$ cat src/rtl/mem_to_fifo_pkg.sv
// Shared dflow definitions for the memory replay path: FSM state encoding and
// default datapath widths.
package mem_to_fifo_pkg;

  localparam int unsigned DFLOW_MEM_ADDR_WIDTH  = 19;
  localparam int unsigned DFLOW_MEM_DATA_WIDTH  = 144;
  localparam int unsigned DFLOW_FIFO_DATA_WIDTH = 144;

  typedef enum logic [2:0] {
    ST_IDLE,
    ST_RUN,
    ST_DRAIN,
    ST_DONE,
    ST_FLUSH
  } replay_state_e;

endpackage

$ cat src/rtl/mem_to_fifo_rd_credit_ctr.sv
// Read credit tracker: counts in-flight reads, gates new issues at
// MAX_OUTSTANDING and flags read returns that arrive with nothing in flight.
module rd_credit_ctr #(
  parameter int unsigned MAX_OUTSTANDING = 8
) (
  input  logic                              clk,
  input  logic                              rst,
  input  logic                              issue_i,
  input  logic                              rd_valid_i,
  output logic                              can_issue_o,
  output logic [$clog2(MAX_OUTSTANDING):0]  outstanding_o,
  output logic                              rd_err_o
);

  localparam int unsigned CNT_W = $clog2(MAX_OUTSTANDING) + 1;

  logic [CNT_W-1:0] cnt_q, cnt_d;
  logic             err_q, err_d;
  logic             spurious;

  // A return with nothing in flight is an error and must not underflow the count.
  assign spurious = rd_valid_i && (cnt_q == '0);

  // NOTE: every always_comb output gets a default first so no path leaves it
  // unassigned, which would otherwise infer a latch.
  always_comb begin
    cnt_d = cnt_q;
    err_d = err_q | spurious;
    unique case ({issue_i, rd_valid_i && !spurious})
      2'b10:   cnt_d = cnt_q + 1'b1;
      2'b01:   cnt_d = cnt_q - 1'b1;
      default: cnt_d = cnt_q;
    endcase
  end

  // NOTE: state registers use non-blocking assignments so every flop samples
  // its pre-edge inputs regardless of process evaluation order.
  always_ff @(posedge clk) begin
    if (rst) begin
      cnt_q <= '0;
      err_q <= 1'b0;
    end else begin
      cnt_q <= cnt_d;
      err_q <= err_d;
    end
  end

  assign can_issue_o   = cnt_q < CNT_W'(MAX_OUTSTANDING);
  assign outstanding_o = cnt_q;
  assign rd_err_o      = err_q;

endmodule

$ cat src/rtl/mem_to_fifo.sv
// Replay engine: re-reads the record window from external memory in address
// order, one or more passes, and pushes each returned word into the TX FIFO.
module mem_to_fifo
  import mem_to_fifo_pkg::*;
#(
  parameter int unsigned FIFO_DATA_WIDTH = DFLOW_FIFO_DATA_WIDTH,
  parameter int unsigned MEM_ADDR_WIDTH  = DFLOW_MEM_ADDR_WIDTH,
  parameter int unsigned MEM_DATA_WIDTH  = DFLOW_MEM_DATA_WIDTH,
  parameter int unsigned MAX_OUTSTANDING = 8,
  parameter int unsigned LOOP_WIDTH      = 16
) (
  input  logic                       clk,
  input  logic                       rst,
  output logic                       app_rd_cmd,
  output logic [MEM_ADDR_WIDTH-1:0]  app_rd_addr,
  input  logic                       app_rd_valid,
  input  logic [MEM_DATA_WIDTH-1:0]  app_rd_data,
  output logic                       fifo_wr_en,
  output logic [FIFO_DATA_WIDTH-1:0] fifo_data,
  input  logic                       fifo_prog_full,
  input  logic [MEM_ADDR_WIDTH-1:0]  dflow_addr_low,
  input  logic [MEM_ADDR_WIDTH-1:0]  dflow_addr_high,
  input  logic [LOOP_WIDTH-1:0]      loop_count,
  input  logic                       start_replay,
  input  logic                       cal_done,
  input  logic                       sw_rst,
  output logic                       replay_busy,
  output logic                       replay_done,
  output logic [LOOP_WIDTH-1:0]      pass_cnt,
  output logic                       rd_err
);

  replay_state_e state_q, state_d;

  logic [MEM_ADDR_WIDTH-1:0]  low_q, low_d, high_q, high_d;
  logic [MEM_ADDR_WIDTH-1:0]  rd_ptr_q, rd_ptr_d, rd_addr_q, rd_addr_d;
  logic [LOOP_WIDTH-1:0]      loop_q, loop_d, pass_q, pass_d;
  logic                       start_prev_q, rd_cmd_q, wr_en_q, busy_q, done_q;
  logic [FIFO_DATA_WIDTH-1:0] wr_data_q;

  logic                              start_rise, issue, can_issue, last_word;
  logic [$clog2(MAX_OUTSTANDING):0]  outstanding;

  assign start_rise = start_replay && !start_prev_q;
  assign issue      = (state_q == ST_RUN) && !sw_rst && cal_done &&
                      !fifo_prog_full && can_issue;
  assign last_word  = (rd_ptr_q == (high_q - 1'b1));

  rd_credit_ctr #(
    .MAX_OUTSTANDING (MAX_OUTSTANDING)
  ) u_credit (
    .clk           (clk),
    .rst           (rst),
    .issue_i       (issue),
    .rd_valid_i    (app_rd_valid),
    .can_issue_o   (can_issue),
    .outstanding_o (outstanding),
    .rd_err_o      (rd_err)
  );

  always_comb begin
    state_d   = state_q;
    low_d     = low_q;
    high_d    = high_q;
    loop_d    = loop_q;
    rd_ptr_d  = rd_ptr_q;
    pass_d    = pass_q;
    rd_addr_d = issue ? rd_ptr_q : rd_addr_q;

    if (sw_rst && state_q != ST_FLUSH) begin
      state_d  = (outstanding != '0) ? ST_FLUSH : ST_IDLE;
      rd_ptr_d = '0;
      pass_d   = '0;
    end else begin
      unique case (state_q)
        ST_IDLE: begin
          if (start_rise) begin
            low_d    = dflow_addr_low;
            high_d   = dflow_addr_high;
            loop_d   = loop_count;
            rd_ptr_d = dflow_addr_low;
            pass_d   = '0;
            state_d  = (dflow_addr_high <= dflow_addr_low) ? ST_DONE : ST_RUN;
          end
        end
        ST_RUN: begin
          if (issue) begin
            if (last_word) begin
              pass_d = pass_q + 1'b1;
              // loop_count of zero means loop until aborted.
              if (loop_q != '0 && pass_d == loop_q) state_d = ST_DRAIN;
              else                                  rd_ptr_d = low_q;
            end else begin
              rd_ptr_d = rd_ptr_q + 1'b1;
            end
          end
        end
        ST_DRAIN: if (outstanding == '0) state_d = ST_DONE;
        ST_DONE:  if (!start_replay)     state_d = ST_IDLE;
        ST_FLUSH: if (outstanding == '0) state_d = ST_IDLE;
        default:  state_d = ST_IDLE;
      endcase
    end
  end

  always_ff @(posedge clk) begin
    if (rst) begin
      state_q      <= ST_IDLE;
      low_q        <= '0;
      high_q       <= '0;
      loop_q       <= '0;
      rd_ptr_q     <= '0;
      pass_q       <= '0;
      rd_addr_q    <= '0;
      start_prev_q <= 1'b0;
      rd_cmd_q     <= 1'b0;
      wr_en_q      <= 1'b0;
      wr_data_q    <= '0;
      busy_q       <= 1'b0;
      done_q       <= 1'b0;
    end else begin
      state_q      <= state_d;
      low_q        <= low_d;
      high_q       <= high_d;
      loop_q       <= loop_d;
      rd_ptr_q     <= rd_ptr_d;
      pass_q       <= pass_d;
      rd_addr_q    <= rd_addr_d;
      start_prev_q <= start_replay;
      rd_cmd_q     <= issue;
      // Returns are forwarded only while replaying; FLUSH and idle drop them.
      wr_en_q      <= app_rd_valid && (state_q == ST_RUN || state_q == ST_DRAIN);
      if (app_rd_valid) wr_data_q <= FIFO_DATA_WIDTH'(app_rd_data);
      busy_q       <= (state_d == ST_RUN) || (state_d == ST_DRAIN) ||
                      (state_d == ST_FLUSH);
      done_q       <= (state_d == ST_DONE);
    end
  end

  assign app_rd_cmd  = rd_cmd_q;
  assign app_rd_addr = rd_addr_q;
  assign fifo_wr_en  = wr_en_q;
  assign fifo_data   = wr_data_q;
  assign replay_busy = busy_q;
  assign replay_done = done_q;
  assign pass_cnt    = pass_q;

endmodule

$ cat config.mk
export PLATFORM = sky130hd
export DESIGN_NAME = mem_to_fifo
export DESIGN_NICKNAME = d
export VERILOG_FILES = /design/src/rtl/mem_to_fifo_pkg.sv /design/src/rtl/mem_to_fifo_rd_credit_ctr.sv /design/src/rtl/mem_to_fifo.sv
export SDC_FILE = /design/constraint.sdc
export NUM_CORES = 1
export LEC_CHECK = 0
export ABC_AREA = 1
export CAP_MARGIN = 20
export CORE_ASPECT_RATIO = 0.75
export CORE_MARGIN = 10
export CORE_UTILIZATION = 35
export DETAILED_ROUTE_END_ITERATION = 8
export PLACE_DENSITY_LB_ADDON = 0.2
export SYNTH_ARGS = -nofsm -noshare
export SYNTH_HDL_FRONTEND = slang
export SYNTH_SLANG_ARGS = --single-unit
export TNS_END_PERCENT = 5
$ cat constraint.sdc
create_clock -name clk -period 7.4 [get_ports clk]
set_input_delay 1.48 -clock clk [delete_from_list [all_inputs] [get_ports clk]]
set_output_delay 1.48 -clock clk [all_outputs]
set_load 0.02 [all_outputs]
==> qor.txt <==
vias in the first global route = 12.02k
Int Power = 0.002967 W
Iteration-0 DRC Markers = 1009
GP Congestion = 0.9030
Final nets = 2248
Seq/Total Area, Yosys = 0.4424
Critical Path Start Type = input port
required time worst endpoint = 7900 ps
EDFF count, synth = 0
Max Slew Vio Count = 0
Antenna Nets Post-Route = 0
Area contributors post-synth = dfxtp_1 (44%), nor2_1 (13%), o21ai_0 (9.6%), nand2_1 (6.2%), a21oi_1 (4.5%)
status = completed
H-tree depth = 1
share of power burned in the clock network = 0.361
Net Switching = 0.001388 W
Post-synth ARST share = 0
Cell Area, Synth = 11990 µm²
CTS clock-pin slew for the worst setup and hold paths = 70 ps
Final WS setup = 3588 ps
total negative slack = 0 ps
worst setup path class = in -> reg
library cells used by synthesis = 44
count leader, synth = nor2_1
multiplexer share of the synthesized area = 0
clk buf depth = 3
Synthesis Warnings = 0
Tightest Pin Transition = 1033 ps
initial antenna violation count = 3
Pleak = 7.012 nW
GR Util All Layers = 0.2171
layout cell share with drive strength beyond 1 = 0.04713
setup bufs post-CTS = 0
setup violators final = 0
Clk Latency, worst-skew pair = 570 ps
hpwl dp = 35560 µm
Initial Utilization = 0.3561
Core ar. = 33670 µm²
CP endpoint kind = register
first-pass GRT wire length = 72130 µm
Sink Count = 265
Layout Skew = 12.73 ps
Synth Area in Simple Gates = 0.2576
clock root cell = clkbuf_16
crit share post-route = 0.5151
largest net degree at the start of global routing = 116
switching part of the total = 0.3186
die footprint = 42140 µm²
Num CTS Buffers = 29
Post-Route WL = 47600 µm
die width = 233.7 µm
Hold Worst Slack = 476.2 ps
die height = 180.3 µm
CTS tree = done
Power per Cell Area = 253.2 nW/µm²
Hold Fails Final Rpt = 0
Max IR drop VDD = 0.1465 mV
Post-CTS Hold Buffers = 0
DP Worst Slack = 3014 ps
top cell types by occurrence after synthesis = nor2_1 (406), dfxtp_1 (265), o21ai_0 (231)
largest family of logic cells by synthesized area = simple AND/OR/NAND/NOR gates
Row Count = 58
f_max = 262.3 MHz
Port Buffer Count = 388
via count = 12.31k
cell taking the most area after synthesis = dfxtp_1
Seq pwr share = 0.380
synthesized instance count = 1675
RSZ-0062 raised after global routing = false
Logic pwr share = 0.259
Worst EP arrival = 4310 ps
mean routed wirelength per cell = 19.12 µm
Yosys top cell area share = 0.4424
class of the worst hold path = reg -> reg
I/O pin total = 389
compound-cell area share of the yosys netlist = 0.1729
maxcap violations = 0
Final min period = 3812 ps
vias per cell = 4.945
DRT Pass-1 Iters = 6
DRC = 0
Rel. slew slack = 0.3116
global route overflow = 0
syn_nets = 1906
xor and xnor area share after synthesis = 0.02848
post-synthesis adder-cell area fraction = 0.02775
critical path peak fanout = 115
syn avg cell area = 7.159 µm²
CTS resizes = 0
synthesis-stage register bit count = 265
Synth Flop Type = dfxtp_1
Area growth, synth to finish = 43.46%
-- per-layer routing --
| metal | track usage | wire length, µm | vias to the layer above |
|---|---|---|---|
| met5 | 0 | 13 | - |
| met4 | 0.04018 | 725 | 2 |
| met3 | 0.07568 | 4298 | 46 |
| met2 | 0.3652 | 22900 | 382 |
| met1 | 0.2633 | 19660 | 5742 |
| li1 | - | - | 6136 |
-- cell families (layout without fill, tap and decap cells) --
| logic type | after synthesis | count (layout) |
|---|---|---|
| DFF | 265 | 265 |
| other | 0 | 2 |
| buffers and inverters | 217 | 579 |
| xor gates and xnor gates | 39 | 39 |
| and+or+nand+nor | 738 | 738 |
| adders and majority gates | 26 | 26 |
| AOI/OAI and AO/OA | 390 | 390 |
-- area by class of cell --
class / count / area [µm²]
Fill cell: 3301 / 16470
Timing Repair Buffer: 398 / 3974
Clock inverter: 14 / 202.7
Multi-Input combinational cell: 1193 / 5844
Clock buffer: 37 / 815.8
Sequential cell: 265 / 5305
Tap cell: 450 / 563.0
Antenna cell: 2 / 5.005
Inverter: 130 / 493.0
-- power groups by stage --
stage | sequential [W] | clock, W | combinational (W)
after floorplan | 0.00174 | 0 | 0.000618
after global placement | 0.00168 | 0 | 0.00110
after detailed placement | 0.00168 | 0 | 0.00112
after CTS | 0.00166 | 0.00160 | 0.00112
after global routing | 0.00167 | 0.00165 | 0.00125
final | 0.00166 | 0.00157 | 0.00113
-- metrics by stage --
step	utilization	total power [W]	instance area (µm²)	cells
2_1_floorplan	-	0.002362	11990	1675
3_3_place_gp	0.4795	0.002780	16150	2434
3_5_place_dp	0.4797	0.002800	16150	2435
4_1_cts	0.5099	0.004375	17170	2486
5_1_grt	0.5108	0.004576	17200	2488
6_report	0.5109	0.004355	17200	2489
-- sequential cells by signal, summed over array words and instances (netlist names) --
signal / count
rd_ptr_q: 19
app_rd_cmd: 1
state_q: 3
u_credit.rd_err_o: 1
fifo_wr_en: 1
high_q: 19
app_rd_addr: 19
loop_q: 16
fifo_data: 144
replay_done: 1
pass_cnt: 16
replay_busy: 1
start_prev_q: 1
low_q: 19
u_credit.outstanding_o: 4
-- worst max-delay path: stages --
cell             delay, ps
clkdlybuf4s50_1        630
inv_4                  760
buf_4                  880
o21ai_0                230
nor2_1                 160
-- final timing paths --
check	slack [ps]	cells past startpoint	startpoint	to
worst max-delay path	3590	5	rst	fifo_data[32]$_SDFFE_PP0P_
worst min-delay path	480	2	u_credit.rd_err_o$_SDFF_PP0_	u_credit.rd_err_o$_SDFF_PP0_
worst max register to register	3930	15	high_q[0]$_SDFFE_PP0P_	pass_cnt[8]$_SDFFE_PP0P_
worst min register to register	480	2	u_credit.rd_err_o$_SDFF_PP0_	u_credit.rd_err_o$_SDFF_PP0_
-- cells in the final DEF (no fill, tap or decap), types with 17 or more instances in the layout --
cell type	count
nor2_1	405
clkdlybuf4s50_1	387
dfxtp_1	265
o21ai_0	231
nand2_1	197
inv_1	121
a21oi_1	109
nand3_1	72
xor2_1	30
clkbuf_16	29
ha_1	25
o21a_1	17
Note: power is estimated with default switching activity, not from simulation.
